File: src/rtl/lcd_bus_driver.sv
// HD44780-style LCD bus driver: setup/E-pulse/hold/execute sequencing with automatic DDRAM repositioning.
// Optional LCD_4BIT_EN sends each byte as two nibble pulses on lcd_data[7:4].
module lcd_bus_driver #(
  parameter int T_SETUP = 2,
  parameter int T_EPW   = 12,
  parameter int T_HOLD  = 2,
  parameter int T_EXEC  = 2000,
  parameter int T_LONG  = 82000,
  parameter int T_PWRUP = 750000,
  parameter int CNT_W   = 20
) (
  input  logic       clk,
  input  logic       reset,
  input  logic       wr,
  input  logic       dr,
  input  logic [7:0] db,
  input  logic [7:0] direc,
  output logic       busy,
  output logic       done,
  output logic       lcd_e,
  output logic       lcd_rs,
  output logic       lcd_rw,
  output logic [7:0] lcd_data
);

  typedef enum logic [2:0] {
    S_PWRUP, S_IDLE, S_SETUP, S_EHI, S_HOLD, S_EXEC
  } state_t;

  state_t           state_q, state_d;
  logic [CNT_W-1:0] timer_q, timer_d;
  logic             lcd_rs_q, lcd_rs_d;
  logic [7:0]       lcd_data_q, lcd_data_d;
  logic [7:0]       byte_q, byte_d;
  logic [7:0]       data_q, data_d;
  logic             second_q, second_d;
  logic [6:0]       cursor_q, cursor_d;
  logic             cur_valid_q, cur_valid_d;
`ifdef LCD_4BIT_EN
  logic             nib_lo_q, nib_lo_d;
`endif

  logic [CNT_W-1:0] lim;
  logic             last, is_long, start_xfer, nxt_rs, done_c;
  logic [7:0]       nxt_byte;

  assign is_long = !lcd_rs_q && (byte_q == 8'h01 || byte_q == 8'h02 || byte_q == 8'h03);

  always_comb begin
    lim = CNT_W'(1);
    case (state_q)
      S_PWRUP: lim = CNT_W'(T_PWRUP);
      S_SETUP: lim = CNT_W'(T_SETUP);
      S_EHI:   lim = CNT_W'(T_EPW);
      S_HOLD:  lim = CNT_W'(T_HOLD);
      S_EXEC:  lim = is_long ? CNT_W'(T_LONG) : CNT_W'(T_EXEC);
      default: lim = CNT_W'(1);
    endcase
  end

  assign last = (timer_q == lim - 1'b1);

  always_comb begin
    state_d     = state_q;
    timer_d     = timer_q + 1'b1;
    lcd_rs_d    = lcd_rs_q;
    lcd_data_d  = lcd_data_q;
    byte_d      = byte_q;
    data_d      = data_q;
    second_d    = second_q;
    cursor_d    = cursor_q;
    cur_valid_d = cur_valid_q;
`ifdef LCD_4BIT_EN
    nib_lo_d    = nib_lo_q;
`endif
    start_xfer  = 1'b0;
    nxt_byte    = byte_q;
    nxt_rs      = lcd_rs_q;
    done_c      = 1'b0;

    case (state_q)
      S_PWRUP: if (last) begin
        state_d = S_IDLE;
        timer_d = '0;
      end
      S_IDLE: begin
        timer_d = '0;
        if (wr) begin
          data_d     = db;
          start_xfer = 1'b1;
          // Cursor is updated for the whole request at accept; an address command
          // followed by the data write nets out to direc + 1.
          if (dr) begin
            cursor_d    = direc[6:0] + 7'd1;
            cur_valid_d = 1'b1;
            if (!cur_valid_q || direc[6:0] != cursor_q) begin
              nxt_byte = {1'b1, direc[6:0]};
              nxt_rs   = 1'b0;
              second_d = 1'b1;
            end else begin
              nxt_byte = db;
              nxt_rs   = 1'b1;
              second_d = 1'b0;
            end
          end else begin
            nxt_byte = db;
            nxt_rs   = 1'b0;
            second_d = 1'b0;
            if (db[7]) begin
              cursor_d    = db[6:0];
              cur_valid_d = 1'b1;
            end else begin
              cur_valid_d = 1'b0;
            end
          end
        end
      end
      S_SETUP: if (last) begin
        state_d = S_EHI;
        timer_d = '0;
      end
      S_EHI: if (last) begin
        state_d = S_HOLD;
        timer_d = '0;
      end
      S_HOLD: if (last) begin
        timer_d = '0;
`ifdef LCD_4BIT_EN
        if (!nib_lo_q) begin
          state_d    = S_SETUP;
          nib_lo_d   = 1'b1;
          lcd_data_d = {byte_q[3:0], 4'h0};
        end else begin
          state_d = S_EXEC;
        end
`else
        state_d = S_EXEC;
`endif
      end
      S_EXEC: if (last) begin
        if (second_q) begin
          start_xfer = 1'b1;
          nxt_byte   = data_q;
          nxt_rs     = 1'b1;
          second_d   = 1'b0;
        end else begin
          done_c  = 1'b1;
          state_d = S_IDLE;
          timer_d = '0;
        end
      end
      default: begin
        state_d = S_PWRUP;
        timer_d = '0;
      end
    endcase

    if (start_xfer) begin
      state_d  = S_SETUP;
      timer_d  = '0;
      byte_d   = nxt_byte;
      lcd_rs_d = nxt_rs;
`ifdef LCD_4BIT_EN
      nib_lo_d   = 1'b0;
      lcd_data_d = {nxt_byte[7:4], 4'h0};
`else
      lcd_data_d = nxt_byte;
`endif
    end
  end

  always_ff @(posedge clk or posedge reset) begin
    if (reset) begin
      state_q     <= S_PWRUP;
      timer_q     <= '0;
      lcd_rs_q    <= 1'b0;
      lcd_data_q  <= '0;
      byte_q      <= '0;
      data_q      <= '0;
      second_q    <= 1'b0;
      cursor_q    <= '0;
      cur_valid_q <= 1'b0;
`ifdef LCD_4BIT_EN
      nib_lo_q    <= 1'b0;
`endif
    end else begin
      state_q     <= state_d;
      timer_q     <= timer_d;
      lcd_rs_q    <= lcd_rs_d;
      lcd_data_q  <= lcd_data_d;
      byte_q      <= byte_d;
      data_q      <= data_d;
      second_q    <= second_d;
      cursor_q    <= cursor_d;
      cur_valid_q <= cur_valid_d;
`ifdef LCD_4BIT_EN
      nib_lo_q    <= nib_lo_d;
`endif
    end
  end

  assign busy     = (state_q != S_IDLE);
  assign done     = done_c;
  assign lcd_e    = (state_q == S_EHI);
  assign lcd_rs   = lcd_rs_q;
  assign lcd_rw   = 1'b0;
  assign lcd_data = lcd_data_q;

endmodule

File: config.mk
export PLATFORM = sky130hd
export DESIGN_NAME = lcd_bus_driver
export DESIGN_NICKNAME = d
export VERILOG_FILES = /design/src/rtl/lcd_bus_driver.sv
export SDC_FILE = /design/constraint.sdc
export NUM_CORES = 1
export LEC_CHECK = 0
export CORE_MARGIN = 2
export CORE_UTILIZATION = 50
export DETAILED_ROUTE_END_ITERATION = 12
export PLACE_DENSITY_LB_ADDON = 0.05
export SETUP_SLACK_MARGIN = 0.1
export SLEW_MARGIN = 20
export SYNTH_ARGS = -nofsm -noshare
export SYNTH_HDL_FRONTEND = slang
export SYNTH_SLANG_ARGS = --single-unit
File: constraint.sdc
create_clock -name clk -period 3.7 [get_ports clk]
set_clock_uncertainty 0.1 [all_clocks]
set_input_delay 0.74 -clock clk [delete_from_list [all_inputs] [get_ports clk]]
set_output_delay 0.74 -clock clk [all_outputs]
set_load 0.005 [all_outputs]
==> Word-level counts from Yosys, hierarchy flattened <==
Index checks and enable logic that the tools add are counted.
W data, S select, Z words.
{ "totals": {"register_bits": 49, "in_bits": 20, "output_inout_bits": 13, "wordCells": 91} }
{ "classes": {"addsub": 3, "n_eq_ne": 21, "n_mux": 43, "reduce_logical": 16} }
{ "ops": {"columns": ["op", "n"], "rows": [
  ["$mux W20", 4],
  ["$pmux W20 S4", 1],
  ["$mux W8", 5],
  ["$pmux W20 S2", 1],
  ["$mux W3", 7],
  ["$add A20 B1 Y20 const B", 1],
  ["$eq A20 B20 Y1", 1],
  ["$sub A20 B1 Y20 const B", 1],
  ["$pmux W3 S6", 1],
  ["$mux W1", 17],
  ["$mux W17", 1],
  ["$eq A8 B2 Y1 const B", 2],
  ["$pmux W8 S2", 1],
  ["$ne A3 B3 Y1 const B", 5],
  ["$mux W7", 2],
  ["$eq A8 B1 Y1 const B", 1],
  ["$ne A2 B2 Y1 const B", 4],
  ["$add A7 B1 Y7 const B", 1],
  ["$ne A7 B7 Y1", 1],
  ["$reduce_and A7 Y1", 1],
  ["$eq A3 B2 Y1 const B", 2],
  ["$eq A3 B3 Y1 const B", 2],
  ["$ne A3 B1 Y1 const B", 2],
  ["$pmux W1 S2", 3],
  ["other kinds (11)", 16]
]} }

==> Depth between registers and ports, before layout <==
{ "logic_depth": {"word_depth": 12, "depth_mapped": 15, "ltp_nobuf": 11} }

==> Least setup slack after synthesis <==
OpenSTA, ideal clock, no wires.
{ "synth_timing": {"path_type": "reg2out", "from": "reg state_q[1]", "to": "out done", "arrival_ns": 2.227, "required_ns": 2.860, "slack_ns": 0.633, "stages_incl_launch_ff": 13, "path_buffers": 2, "path_cell_list": "dfrtp_1 clkbuf_2 buf_6 nor2_1 nor2_1 a31oi_1 ha_1 xor2_1 o211ai_1 a21oi_1 o2111ai_2 nand4b_1 nor3_1"} }
{ "synth_via": {"elab_chain_cells": 7, "word_cells_on_any_way": 11, "cone_classes": "add/sub: 1; eq/ne: 5; mux: 3; reduce/logical: 2"} }
{ "synth_rtl": {"columns": ["element", "line_no", "text"], "rows": [
  ["start: declaration", "30", "state_t state_q, state_d;"],
  ["start signal: assignment", "187", "state_q <= state_d;"],
  ["$eq A3 B3 Y1 or $eq A3 B2 Y1 (tied branches)", "51", "case (state_q)"],
  ["$reduce_or A2 Y1 (no source line)", null, null],
  ["$pmux W20 S4", "51", null],
  ["$sub A20 B1 Y20", "61", "assign last = (timer_q == lim - 1'b1);"],
  ["$eq A20 B20 Y1", "61", null],
  ["$mux W1", "140", "S_EXEC: if (last) begin"],
  ["$mux W1 (*)", "81", "case (state_q)"],
  ["end: declaration", "19", "output logic done,"]
]} }
Mark *: on every way between the ends. The rest lies on a longest branch, timed or not.

==> Worst setup path in the final report <==
{ "layout_timing": {"from": "reg byte_q[5]", "to": "out done"} }
{ "layout_via": {"elab_chain_cells": 10, "word_cells_on_any_way": 12, "cone_classes": "add/sub: 1; eq/ne: 4; mux: 4; reduce/logical: 3"} }
{ "layout_rtl": {"columns": ["element", "line_no", "text"], "rows": [
  ["start: declaration", "34", "logic [7:0] byte_q, byte_d;"],
  ["start signal: assignment", "191", "byte_q <= byte_d;"],
  ["$eq A8 B1 Y1 or $eq A8 B2 Y1 (tied branches)", "47", "assign is_long = !lcd_rs_q && (byte_q == 8'h01 || byte_q == 8'h02 || byte_q == 8'h03);"],
  ["$logic_or A1 B1 Y1", "47", null],
  ["$logic_or A1 B1 Y1 (*)", "47", null],
  ["$logic_and A1 B1 Y1 (*)", "47", null],
  ["$mux W17 (*)", "56", "S_EXEC: lim = is_long ? CNT_W'(T_LONG) : CNT_W'(T_EXEC);"],
  ["$pmux W20 S4 (*)", "51", null],
  ["$sub A20 B1 Y20 (*)", "61", null],
  ["$eq A20 B20 Y1 (*)", "61", null],
  ["$mux W1 (*)", "140", null],
  ["$mux W1 (*)", "81", null]
]} }
Marks and branches as above.

==> parameters.txt <==
Parameter                              Value

Clock tree
  Clock buffers created by TritonCTS ... 5
  CTS tree ... yes
  Buffer type at the clock tree root ... clkbuf_8
  Quantity of hold-fixing buffers added after cts ... 0
  Latest clock arrival within the worst-skew pair ... 0.30 ns
  Clock sink total ... 49
  Buffers from clock root to sink, at most ... 2
  Clock Pin Slew Worst Setup and Hold Paths ... ~0.10 ns
  Deepest level of the CTS H-tree ... 2

Detailed routing
  Aggregate routed wire length ... slightly above 7000 um
  Mean routed wirelength per cell ... 15.5 um
  Vias ... roughly 2600
  Count of routing violations after the opening detailed-route iteration ... 145
  Antenna Nets Post-Route ... 0
  Average via count per standard cell ... 5.63
  Number of remaining DRC errors ... 0
  Pre-Repair DR Iteration Count ... 4

Global route
  Vias in the first global route ... 2434
  Maximum number of pins on one net before global-route repair ... 50
  Initial antenna violation count ... 0
  GRT overflow ... 0
  Global-route wire length before repair ... 12100 um
  Total routing usage reported by global routing ... 21.2%

Yosys
  Synthesized net count ... 372
  Cell Area, Synth ... between 0.003 and 0.004 mm^2
  Synth warn ... 0
  Register area share after synthesis ... 39.4%
  Syn_area_per_cell ... slightly below 9 um^2
  Register bit total from synthesis ... between 40 and 50
  Synth cell types ... 57
  Asr flop ratio synth ... 100%
  Share of Yosys cell area claimed by the top area cell type ... 39.4%
  Number of instances in the synthesized netlist ... 349
  Main area contributors after synthesis ... dfrtp_1, nand2_1, nor2_1
  Dominant register cell in the synthesized netlist ... dfrtp_1
  Leading area contributor after synthesis ... dfrtp_1
  Number of enable-type register cells in the synthesized netlist ... 0

Critical path
  End of the worst register-to-register path ... byte_q[3]
  Data required, critical path ... between 2 and 3 ns
  Last element of the critical path ... done
  Cell type group with the largest total delay on the critical path ... simple AND/OR/NAND/NOR gates
  Startpoint of the most critical register-to-register path ... byte_q[5]
  Biggest fanout along the worst timing path ... 3
  Worst R2R Setup Slack ... 0.61 ns
  Critical Path, Cell by Cell ... or4_4, or3_4, o221ai_2, o2111ai_2, nand4b_1, nor3_2, clkdlybuf4s15_2
  Signal arrival time at the worst endpoint ... 2.61 ns
  Worst setup path class ... flop to output port
  Kind of end point of the critical path ... output port
  Critical path depth ... 7
  Startpoint class of the critical path ... flop
  Startpoint of the worst setup timing path ... byte_q[5]
  Worst R2R Path Depth ... 8
  Critical Path Slowest Stage Cell ... or4_4
  WP buf/inv ... 1
  Biggest cell delay along the critical path ... 0.56 ns

Placed design
  Setup slack after placement ... between 0.07 and 0.08 ns
  Number of port buffers ... 30
  Weighted congestion at the end of routability-driven global placement ... between 0.8 and 0.9
  Cell area after placement ... between 0.003 and 0.004 mm^2
  Post-detailed-placement half-perimeter wirelength ... 5110 um

Final layout
  Commonest non-fill, non-tap cell in the layout ... nand2_1
  Post-layout nets ... between 400 and 500
  Fraction of final layout cells with drive strength greater than 1 ... approximately 16%
  Final instance area ... 0.00360 mm^2
  Antenna diode count ... 0
  Leading cell types in the layout, fill and taps excluded ... nand2_1, dfrtp_1, nor2_1
  Filler instances ... 544
  Final core area utilization ... 60.5%
  Area growth from synthesis to final layout ... 15.6%

Pwr
  Relative contribution of the clock network to total power ... between 30% and 40%
  Power, Total ... 0.934 mW
  Internal power component ... 0.714 mW
  Maximum VDD drop ... 0.190 mV
  Power density cells ... 259 mW/mm^2
  Combinational share of power ... 6.9%
  Switching share of total power ... 23.6%
  Reg power frac ... 57.3%
  Net switching power figure ... 0.220 mW
  Reported leakage power ... 1.58 nW

STA
  Worst slew pin tran ... 0.840 ns
  Period utilisation layout ... 93.3%
  Fmax ... 290 MHz
  Final setup slack of the worst path ... between 0.2 and 0.25 ns
  Relative slew slack ... 43.9%
  Setup violators final ... 0
  Summed negative setup slack over all endpoints ... 0 ns
  Final count of hold timing violations ... 0
  Tmin final ... about 3.5 ns
  Unrepaired setup endpoints after global routing ... no
  Max-slew violation count ... 0

Floorplan
  Initial core utilization ... 52.3%
  Width of the die ... a little over 80 um
  Vertical extent of the die ... 82.9 um
  Num ports ... 33
  Row count ... 28
  Die area ... between 0.006 and 0.007 mm^2
  Total core area ... 0.00596 mm^2

Run
  Count of maximum capacitance violations ... 0

Outcome
  Outcome ... completed

Worst hold path
  Class of the tightest hold or removal check ... flop to flop
[power by group through the flow]
stage                     combinational [mW]  clock [mW]  sequential (mW)
after global placement                0.0648           0            0.546
after global routing                  0.0730       0.358            0.535
after CTS                             0.0654       0.345            0.535
final                                 0.0646       0.334            0.535
after detailed placement              0.0651           0            0.546
after floorplan                       0.0308           0            0.546
[tightest hold or removal path: cells and delay by family (launching register included)]
kind	cells	cell delay [ns]
flip-flops	1	0.35
AND/OR/NAND/NOR	2	0.11
[layer usage]
layer	wire length [um]	GRT usage [%]	share of wire, %
met1	3530	32.6	50
met2	3170	30.9	45
met3	281	3.98	4.0
met4	83	4.92	1.2
met5	0	0	0
[layout make-up]
cell class                 instances  area (um^2)  share of cell area, %
timing repair buffer              45          414                   11.5
multi-input combinational        272         1750                   48.5
sequential                        49         1230                   34.1
inverter                           7         27.5                  0.764
clock inverter                     1         7.51                  0.208
clock buffer                       6         82.6                   2.29
tap                               75         93.8                   2.61
[cells in the mapped netlist (8+ instances only)]
library cell / number
dfrtp_1: 49
o21ai_0: 17
nand2_1: 59
nand3_1: 13
a21oi_1: 14
nor2_1: 40
xnor2_1: 16
and3_1: 9
xor2_1: 16
nor3_1: 8
mux2i_1: 8
[worst min path at each step]
| stage | slack, ns | from | depth (start not counted) | end |
|---|---|---|---|---|
| after detailed placement | 0.36 | data_q[0] | 2 | data_q[0] |
| after global placement | 0.36 | data_q[5] | 2 | data_q[5] |
| after CTS | 0.39 | data_q[0] | 2 | data_q[0] |
| final | 0.39 | data_q[4] | 2 | data_q[4] |
| after global routing | 0.41 | data_q[1] | 2 | data_q[1] |
| after floorplan | 0.35 | data_q[0] | 2 | data_q[0] |
[registers in the layout (all words and copies together), names as in the netlist]
register     count
byte_q           8
data_q           8
cur_valid_q      1
timer_q         20
cursor_q         7
lcd_rs           1
state_q          3
second_q         1
[timing repair]
item,4_1_cts,5_1_grt
buffers inserted,1,0
endpoints found under the setup margin,1,1
pin swaps,1,1
gates resized for setup,9,10
[kinds of logic (layout without fill, tap and decap cells)]
| family | count (synthesis) | count (layout) | share of synthesized area, % |
|---|---|---|---|
| simple gates | 161 | 161 | 24.5 |
| xor+xnor | 32 | 32 | 9.00 |
| buf+inv | 28 | 59 | 6.67 |
| compound gates | 59 | 59 | 13.1 |
| fa+ha+maj | 3 | 3 | 1.20 |
| flops | 49 | 49 | 39.4 |
| mux | 16 | 16 | 6.06 |
| other cells | 1 | 1 | 0.120 |
[through the flow]
stage                     std cells  hold slack, ns
after global placement          447           0.357
after detailed placement        447           0.363
final                           455           0.386
after CTS                       455           0.388
after global routing            455           0.413
after floorplan                 349           0.346
Note: power is estimated with default switching activity, not from simulation.
